$ cat src/rtl/memory_hex_scanner_if.sv
// Board-side bundle for the RAM exerciser: push-buttons, switches and six 7-segment displays.
// The design drives the displays through the slave modport; the board or a bench uses master.
interface memory_hex_scanner_if;
  logic [3:0] KEY;
  logic [9:0] SW;
  logic [6:0] HEX0;
  logic [6:0] HEX1;
  logic [6:0] HEX2;
  logic [6:0] HEX3;
  logic [6:0] HEX4;
  logic [6:0] HEX5;

  modport master (output KEY, SW, input HEX0, HEX1, HEX2, HEX3, HEX4, HEX5);
  modport slave  (input KEY, SW, output HEX0, HEX1, HEX2, HEX3, HEX4, HEX5);
endinterface

$ cat src/rtl/memory_hex_scanner.sv
// 32x4 RAM exerciser: switch-driven writes, timed read sweep, six active-low hex displays.
// Define MEMSCAN_FAST_SIM_EN to force the step divider to 8 cycles for simulation.
module memory_hex_scanner #(
  parameter int TICK_DIV = 50_000_000
) (
  input logic            CLOCK_50,
  memory_hex_scanner_if.slave bus
);

`ifdef MEMSCAN_FAST_SIM_EN
  localparam int DIV = 8;
`else
  localparam int DIV = TICK_DIV;
`endif
  localparam int CW = $clog2(DIV);

  logic          rst_n;
  logic [3:0]    din_reg;
  logic [4:0]    waddr_reg;
  logic          wr_reg;
  logic [CW-1:0] cnt_reg;
  logic [4:0]    raddr_reg;
  logic [3:0]    q_reg;
  logic          tick;
  logic [3:0]    mem [32];
  logic [3:0]    nib [6];
  logic [6:0]    seg [6];
  logic          unused_bits;

  assign rst_n       = bus.KEY[0];
  assign unused_bits = ^{bus.KEY[2:1], bus.SW[9]};
  assign tick        = (cnt_reg == CW'(DIV - 1));

  always_ff @(posedge CLOCK_50 or negedge rst_n) begin
    if (!rst_n) begin
      din_reg   <= '0;
      waddr_reg <= '0;
      wr_reg    <= 1'b0;
      cnt_reg   <= '0;
      raddr_reg <= '0;
      q_reg     <= '0;
    end else begin
      din_reg   <= bus.SW[3:0];
      waddr_reg <= bus.SW[8:4];
      wr_reg    <= ~bus.KEY[3];
      cnt_reg   <= tick ? '0 : cnt_reg + 1'b1;
      if (tick) begin
        raddr_reg <= raddr_reg + 5'd1;
      end
      // Read-before-write: a same-address write this edge is seen on the next read.
      q_reg     <= mem[raddr_reg];
    end
  end

  // wr_reg is held low by reset, so contents survive reset untouched.
  always_ff @(posedge CLOCK_50) begin
    if (wr_reg) begin
      mem[waddr_reg] <= din_reg;
    end
  end

  function automatic logic [6:0] hex7(input logic [3:0] v);
    logic [6:0] s;
    case (v)
      4'h0: s = 7'h40;
      4'h1: s = 7'h79;
      4'h2: s = 7'h24;
      4'h3: s = 7'h30;
      4'h4: s = 7'h19;
      4'h5: s = 7'h12;
      4'h6: s = 7'h02;
      4'h7: s = 7'h78;
      4'h8: s = 7'h00;
      4'h9: s = 7'h10;
      4'hA: s = 7'h08;
      4'hB: s = 7'h03;
      4'hC: s = 7'h46;
      4'hD: s = 7'h21;
      4'hE: s = 7'h06;
      default: s = 7'h0E;
    endcase
    return s;
  endfunction

  assign nib[0] = q_reg;
  assign nib[1] = din_reg;
  assign nib[2] = raddr_reg[3:0];
  assign nib[3] = {3'b000, raddr_reg[4]};
  assign nib[4] = waddr_reg[3:0];
  assign nib[5] = {3'b000, waddr_reg[4]};

  generate
    for (genvar gi = 0; gi < 6; gi++) begin : g_dec
      assign seg[gi] = hex7(nib[gi]);
    end
  endgenerate

  assign bus.HEX0 = seg[0];
  assign bus.HEX1 = seg[1];
  assign bus.HEX2 = seg[2];
  assign bus.HEX3 = seg[3];
  assign bus.HEX4 = seg[4];
  assign bus.HEX5 = seg[5];

endmodule

$ cat src/flat_wrapper.sv
// flat-port wrapper written by rule: the top's interface ports become plain ports
module memory_hex_scanner_flat 
#(
  parameter int TICK_DIV = 50_000_000
)
  (CLOCK_50, bus_KEY, bus_SW, bus_HEX0, bus_HEX1, bus_HEX2, bus_HEX3, bus_HEX4, bus_HEX5);
  memory_hex_scanner_if bus_i ();
  input logic CLOCK_50;
  input wire logic [$bits(bus_i.KEY)-1:0] bus_KEY;
  input wire logic [$bits(bus_i.SW)-1:0] bus_SW;
  output wire logic [$bits(bus_i.HEX0)-1:0] bus_HEX0;
  output wire logic [$bits(bus_i.HEX1)-1:0] bus_HEX1;
  output wire logic [$bits(bus_i.HEX2)-1:0] bus_HEX2;
  output wire logic [$bits(bus_i.HEX3)-1:0] bus_HEX3;
  output wire logic [$bits(bus_i.HEX4)-1:0] bus_HEX4;
  output wire logic [$bits(bus_i.HEX5)-1:0] bus_HEX5;
  assign bus_i.KEY = bus_KEY;
  assign bus_i.SW = bus_SW;
  assign bus_HEX0 = bus_i.HEX0;
  assign bus_HEX1 = bus_i.HEX1;
  assign bus_HEX2 = bus_i.HEX2;
  assign bus_HEX3 = bus_i.HEX3;
  assign bus_HEX4 = bus_i.HEX4;
  assign bus_HEX5 = bus_i.HEX5;
  memory_hex_scanner #(.TICK_DIV(TICK_DIV)) u_core (.CLOCK_50(CLOCK_50), .bus(bus_i));
endmodule
$ cat config.mk
export PLATFORM = sky130hd
export DESIGN_NAME = memory_hex_scanner_flat
export DESIGN_NICKNAME = d
export VERILOG_FILES = /design/src/rtl/memory_hex_scanner_if.sv /design/src/rtl/memory_hex_scanner.sv /design/src/flat_wrapper.sv
export SDC_FILE = /design/constraint.sdc
export NUM_CORES = 1
export LEC_CHECK = 0
export CORE_MARGIN = 2
export CORE_UTILIZATION = 35
export DETAILED_ROUTE_END_ITERATION = 8
export SLEW_MARGIN = 20
export SYNTH_ARGS = -nofsm -noshare
export SYNTH_HDL_FRONTEND = slang
export SYNTH_SLANG_ARGS = --single-unit
$ cat constraint.sdc
create_clock -name CLOCK_50 -period 2.4 [get_ports CLOCK_50]
set_input_delay 0.48 -clock CLOCK_50 [delete_from_list [all_inputs] [get_ports CLOCK_50]]
set_output_delay 0.48 -clock CLOCK_50 [all_outputs]
set_load 0.03 [all_outputs]
==> results of run 1 <==
## cell usage after synthesis (9+ instances only)
cell / instances
a21oi_1: 9
buf_4: 17
clkbuf_1: 11
dfrtp_1: 45
edfxtp_1: 128
ha_1: 24
inv_1: 17
mux2i_1: 36
mux4_2: 24
nand2_1: 20
nand3_1: 18
nand4_1: 10
nor2_1: 62
o21ai_0: 13
xnor2_1: 12
xor2_1: 9
## cells by family (layout without fill, tap and decap cells)
kind of cell | Yosys count | in the layout | synth area share
xor+xnor | 21 | 21 | 0.0231
buf+inv | 57 | 151 | 0.0371
other cells | 2 | 6 | 0.000943
fa+ha+maj | 24 | 24 | 0.0377
simple gates | 153 | 153 | 0.0966
compound gates | 74 | 74 | 0.0644
flops | 173 | 173 | 0.624
mux | 62 | 62 | 0.116
## final cells by class
| class | count | area (um^2) |
|---|---|---|
| fill | 1994 | 12900 |
| clock buffer | 19 | 443 |
| inverter | 17 | 63.8 |
| sequential | 173 | 4980 |
| clock inverter | 13 | 119 |
| multi-input combinational | 340 | 2810 |
| timing repair buffer | 102 | 846 |
| tap | 285 | 357 |
## layer usage
| metal | part of all wire | vias to the layer above |
|---|---|---|
| li1 | - | 2284 |
| met1 | 0.43 | 2494 |
| met2 | 0.50 | 128 |
| met3 | 0.040 | 33 |
| met4 | 0.029 | 0 |
| met5 | 0 | - |
## where the power goes
part | leakage, nW | switching, mW | internal, mW | total, mW
combinational | 1.45 | 0.213 | 0.126 | 0.339
clock | 0.267 | 1.14 | 1.46 | 2.60
sequential | 1.73 | 0.0247 | 3.25 | 3.28
## worst max-delay path: stages, from the launching register on
cell and delay [ns]:
dfrtp_1 0.38, inv_2 0.07, buf_6 0.13, ha_4 0.25, inv_2 0.03, mux4_2 0.46
buf_6 0.16
## worst paths after layout
check,end,from,cells past startpoint
worst min-delay path,u_core.raddr_reg[3],bus_KEY[0],1
worst max register to register,u_core.q_reg[0],u_core.raddr_reg[0],4
max in group asynchronous,u_core.waddr_reg[3],bus_KEY[0],2
min in group CLOCK_50,u_core.waddr_reg[1],bus_SW[5],1
worst min register to register,u_core.cnt_reg[23],u_core.cnt_reg[23],1
worst max-delay path,bus_HEX1[3],u_core.din_reg[1],6
## through the flow
step	power [mW]	setup TNS (ns)	hold slack [ns]	utilization
after floorplan	3.52	0	0.184	-
after global placement	3.65	-0.0284	0.467	0.393
after detailed placement	3.66	-0.0664	0.490	0.393
after CTS	6.25	-0.192	0.0421	0.424
after global routing	6.43	-0.0951	0.0648	0.427
final	6.21	0	0.0384	0.427
## timing repair
item                       CTS  global route
buffers inserted            12             4
gates cloned                 0             0
resized for setup           85            39
setup endpoints to repair   22            25
pin swaps                    0             2
==> impl_results.md, run 1 <==
- TritonCTS buffer count: 17
- Non-Filler Instances: 949
- Syn avg cell area: 14.1 um^2
- Syn Inst Count: 566
- Outcome: finished, final reports clean
- Chip Width: 155 um
- Post-synthesis sequential area ratio: 0.624
- Synth area leader: edfxtp_1
- Clk_skew: 0.00747 ns
- Nets@finish: 690
- Met1 usage: 0.193
- Largest register FFs: 128
- TritonRoute pass-1 iters: 5
- Slew headroom: 0.639
- Final min period: 2.39 ns
- Initial Utilization: 0.354
- Post-DP HPWL: 11,600 um
- Diodes inserted: 0
- Dpl ws: -0.0404 ns
- Post-Syn Area: 0.00796 mm^2
- Max Cap Violations: 0
- Yosys cell types: 48
- Fmax: 419 MHz
- DRT iter0 DRCs: 407
- RePlAce Congestion: 0.851
- CTS tree: built
- Post-route setup slack: 0.0149 ns
- WP data required: 1.92 ns
- Clock slew at reported path FFs: 0.06 ns
- Max Transition Viols Final: 0
- Placed Cells incl. Taps: 901
- Final setup viols: 0
- Vias: 4,939
- Tightest Pin Transition: 0.541 ns
- Commonest non-fill, non-tap cell in the layout: edfxtp_1
- Vias in the first global route: 5,105
- Top cells by area, synth: edfxtp_1 48%, dfrtp_1 14%, mux4_2 6.8%
- FFs w/ async S/R, synth: 0.260
- GR Overflow Total: 0
- GRT Util Overall: 0.149
- Clock tree root driver cell: clkbuf_16
- Chip Height: 155 um
- Area delta synth->final: 20.8%
- Pleak: 3.44 nW
- Clk sinks: 173
- Core footprint: 0.0225 mm^2
- Remaining DRCs: 0
- Hold Crit Class: in -> async
- Synth warn: 0
- #FFs+latches synth: 173
- GRT busiest layer: met2
- Initial antenna violation count: 0
- Crit end category: output port
- Ys flop type: edfxtp_1
- Synth top area share: 0.483
- Pin count of the biggest net entering global routing: 39
- I/O pin cnt: 57
- CTS Hold Bufs: 0
- Crit path launch type: flop
- Design area: 0.00962 mm^2
- Final ANT Viol Nets: 0
- Die Footprint: 0.0240 mm^2
- DR vias/cell: 5.20
- Number of flops mapped to enable cells by yosys: 128
- Flop2flop setup slack: 0.20 ns
- Most frequent cells in the layout: 128 x edfxtp_1, 62 x nor2_1, 60 x buf_4, 40 x dfrtp_1, 36 x mux2i_1
- IO buf count: 47
- CP Data Arrival Time: 1.91 ns
- Max IR drop VDD: 0.000552 V
- Max Root-Sink Buffers: 2
- First-pass GRT wire length: 27,400 um
- Row count: 55
- Crit path max fanout: 3
- WL final: 16,900 um
- Worst-Skew Late Latency: 0.43 ns
- Met2 GRT Util: 0.248
- Share of cells above drive strength 1: 0.259
- DP Area: 0.00885 mm^2
- Tcrit/Tclk final: 0.994
- DR WL/cell: 17.9 um
- Unrepaired setup endpoints after global routing: yes
- Power per Cell Area: 646 mW/mm^2
- Setup CP Type: reg -> out
- H-tree depth: 4
- Met3 GRT Util: 0.0241
- Final hold violations: 0
Power figures use the tool's default switching activity.
==> run 2: changes to the inputs <==
--- a/config.mk
+++ b/config.mk
@@ -7,7 +7,9 @@
 export LEC_CHECK = 0
 export CORE_MARGIN = 2
 export CORE_UTILIZATION = 35
+export CTS_BUF_LIST = sky130_fd_sc_hd__clkbuf_2
 export DETAILED_ROUTE_END_ITERATION = 8
+export DONT_BUFFER_PORTS = 1
 export SLEW_MARGIN = 20
 export SYNTH_ARGS = -nofsm -noshare
 export SYNTH_HDL_FRONTEND = slang
==> impl_results.md, run 2 (same netlist as run 1, synthesis figures left out) <==
- Outcome: finished, violations left
- Failing checks: setup timing
- CP Data Arrival Time: 2.26 ns (+0.35 ns)
- Final ANT Viol Nets: 0 (unchanged)
- First-pass GRT wire length: 28,300 um (+3.1%)
- Clk_skew: 0.0448 ns (+0.0373 ns)
- Final hold slack: 0.157 ns (+0.118 ns)
- Final min period: 2.74 ns (+0.359 ns)
- Die Footprint: 0.0240 mm^2 (unchanged)
- TritonRoute pass-1 iters: 5 (unchanged)
- Final hold violations: 0 (unchanged)
- DP Area: 0.00844 mm^2 (-4.7%)
- Initial Utilization: 0.354 (unchanged)
- Slew headroom: 0.631 (-0.00820)
- CTS tree: built
- Area delta synth->final: 22.0%
- Sw Pwr: 1.28 mW (-7.2%)
- Row count: 55 (unchanged)
- Pleak: 3.41 nW (-0.99%)
- Design area: 0.00972 mm^2 (+1.0%)
- Clock tree root driver cell: clkbuf_2
- Tcrit/Tclk final: 1.14 (+0.149)
- Setup CP Type: reg -> out
- Switching share of power: 0.241 (+0.0200)
- Max IR drop VDD: 0.000249 V (-55%)
- Internal power: 4.01 mW (-17%)
- Initial antenna violation count: 1 (+1)
- Crit path max fanout: 3 (unchanged)
- Post-DP HPWL: 11,400 um (-2.5%)
- IO buf count: 0 (-100%)
- Chip Height: 155 um (unchanged)
- Hold Crit Class: in -> async
- Core footprint: 0.0225 mm^2 (unchanged)
- Fmax: 364 MHz (-13%)
- TritonCTS buffer count: 17 (unchanged)
- Placed Cells incl. Taps: 852 (-5.4%)
- Chip Width: 155 um (unchanged)
- Unrepaired setup endpoints after global routing: yes
- WP data required: 1.92 ns (about the same)
- GR Overflow Total: 0 (unchanged)
- Vias: 4,906 (-0.67%)
- R2R depth: 6 (+2)
- Flop pwr share: 0.620 (+0.092)
- Post-route setup slack: -0.344 ns (-0.359 ns)
- Clock Power Share: 0.305 (-0.113)
- DR vias/cell: 5.22 (+0.28%)
- I/O pin cnt: 57 (unchanged)
- Share of cells above drive strength 1: 0.321 (+0.0621)
- Max Root-Sink Buffers: 2 (unchanged)
- Crit end category: output port
- Vias in the first global route: 5,216 (+2.2%)
- Max Transition Viols Final: 0 (unchanged)
- RePlAce Congestion: 0.867 (+1.9%)
- Clock slew at reported path FFs: 0.26 ns (+0.20 ns)
- H-tree depth: 4 (unchanged)
- Remaining DRCs: 0 (unchanged)
- Crit path launch type: flop
- Final setup viols: 28 (+28)
- Clk sinks: 173 (unchanged)
- Largest register FFs: 128 (unchanged)
- Flop2flop setup slack: 0.23 ns (+0.03 ns)
- Commonest non-fill, non-tap cell in the layout: edfxtp_1
- Tightest Pin Transition: 0.548 ns (+0.00724 ns)
- Worst-Skew Late Latency: 0.78 ns (+0.35 ns)
- Max stage delay on crit path: 0.57 ns (+0.11 ns)
- DRT iter0 DRCs: 483 (+19%)
- Non-Filler Instances: 940 (-0.95%)
- CP most frequent cell: buf_6
- Slowest cell on crit path: mux4_2
- FF-to-FF Start: u_core.cnt_reg[1]
- Pin count of the biggest net entering global routing: 46 (+18%)
- CP Cell Sequence: buf_6 -> ha_4 -> buf_6 -> mux4_2
- GRT Util Overall: 0.154 (+0.00508)
- Reg2Reg Capture Point: u_core.raddr_reg[0]
- Setup TNS: -5.15 ns (-5.15 ns)
- Max Cap Violations: 0 (unchanged)
- Most frequent cells in the layout: 128 x edfxtp_1, 60 x nor2_1, 46 x buf_4, 36 x mux2i_1, 35 x dfrtp_1
- Nets@finish: 680 (-1.4%)
- WL final: 17,700 um (+4.5%)
- Dpl ws: 0.214 ns (+0.254 ns)
- Comb pwr share: 0.075 (+0.020)
- DR WL/cell: 18.8 um (+5.5%)
- Power per Cell Area: 544 mW/mm^2 (-16%)
run 2: cell count changes in the layout (fill, tap and decap cells not counted), sizes merged:
cell           previous run  this run
buf                      79        80
bufbuf                    0         1
bufinv                    1         3
clkbuf                   20        19
clkdlybuf4s15             2         0
clkdlybuf4s50            18         0
clkinv                    7         6
clkinvlp                  3         1
diode                     0         1
dlygate4sd2               2         0
dlygate4sd3               0        11
inv                      19        20
run 2: how the worst max path moves through the flow:
stage,startpoint,endpoint,slack [ns]
2_1_floorplan,u_core.raddr_reg[0],bus_HEX2[3],0.001
3_3_place_gp,u_core.raddr_reg[0],bus_HEX2[3],0.22
3_5_place_dp,u_core.raddr_reg[0],bus_HEX2[3],0.21
4_1_cts,u_core.din_reg[0],bus_HEX1[3],-0.36
5_1_grt,u_core.din_reg[0],bus_HEX1[3],-0.45
6_report,u_core.q_reg[0],bus_HEX0[3],-0.34
run 2: what timing repair did:
item,CTS,global route
setup endpoints to repair,28,32
gates resized for setup,117,22
setup buffers,33,9
hold buffers,12,0
hold endpoints to repair,55,0
pin swaps,24,19
cloned,1,0
run 2: cell type report:
class	count	area [um^2]
well taps	285	357
diodes	1	2.50
flip-flops and latches	173	4980
repair buffers	92	955
fillers	1935	12800
clock inverters	13	164
inverters	17	81.3
multi-input cells	340	3080
clock buffers	19	95.1
run 2: per-layer routing:
metal,vias up,GRT usage,wire (um)
li1,2268,-,-
met1,2482,0.185,7460
met2,135,0.277,9280
met3,21,0.0353,714
met4,0,0.0419,256
met5,-,0,0
run 2: critical path: cells and delay by family, from the launching register on:
kind                     cells  cell delay, ns
flip-flops                   1            0.50
buffers and inverters        2            0.25
adder cells (fa/ha/maj)      1            0.17
multiplexers                 1            0.57
run 2: power groups by stage:
| stage | Clock [mW] | Combinational [mW] | Sequential, mW |
|---|---|---|---|
| finish | 1.61 | 0.396 | 3.28 |
| global route | 1.78 | 0.424 | 3.28 |
| CTS | 1.65 | 0.372 | 3.28 |
| detailed placement | 0 | 0.258 | 3.34 |
| global placement | 0 | 0.249 | 3.34 |
| floorplan | 0 | 0.176 | 3.35 |
run 2: stage by stage:
stage | total power, mW | util
3_5_place_dp | 3.60 | 0.375
2_1_floorplan | 3.52 | -
5_1_grt | 5.48 | 0.432
6_report | 5.29 | 0.432
3_3_place_gp | 3.59 | 0.375
4_1_cts | 5.30 | 0.425
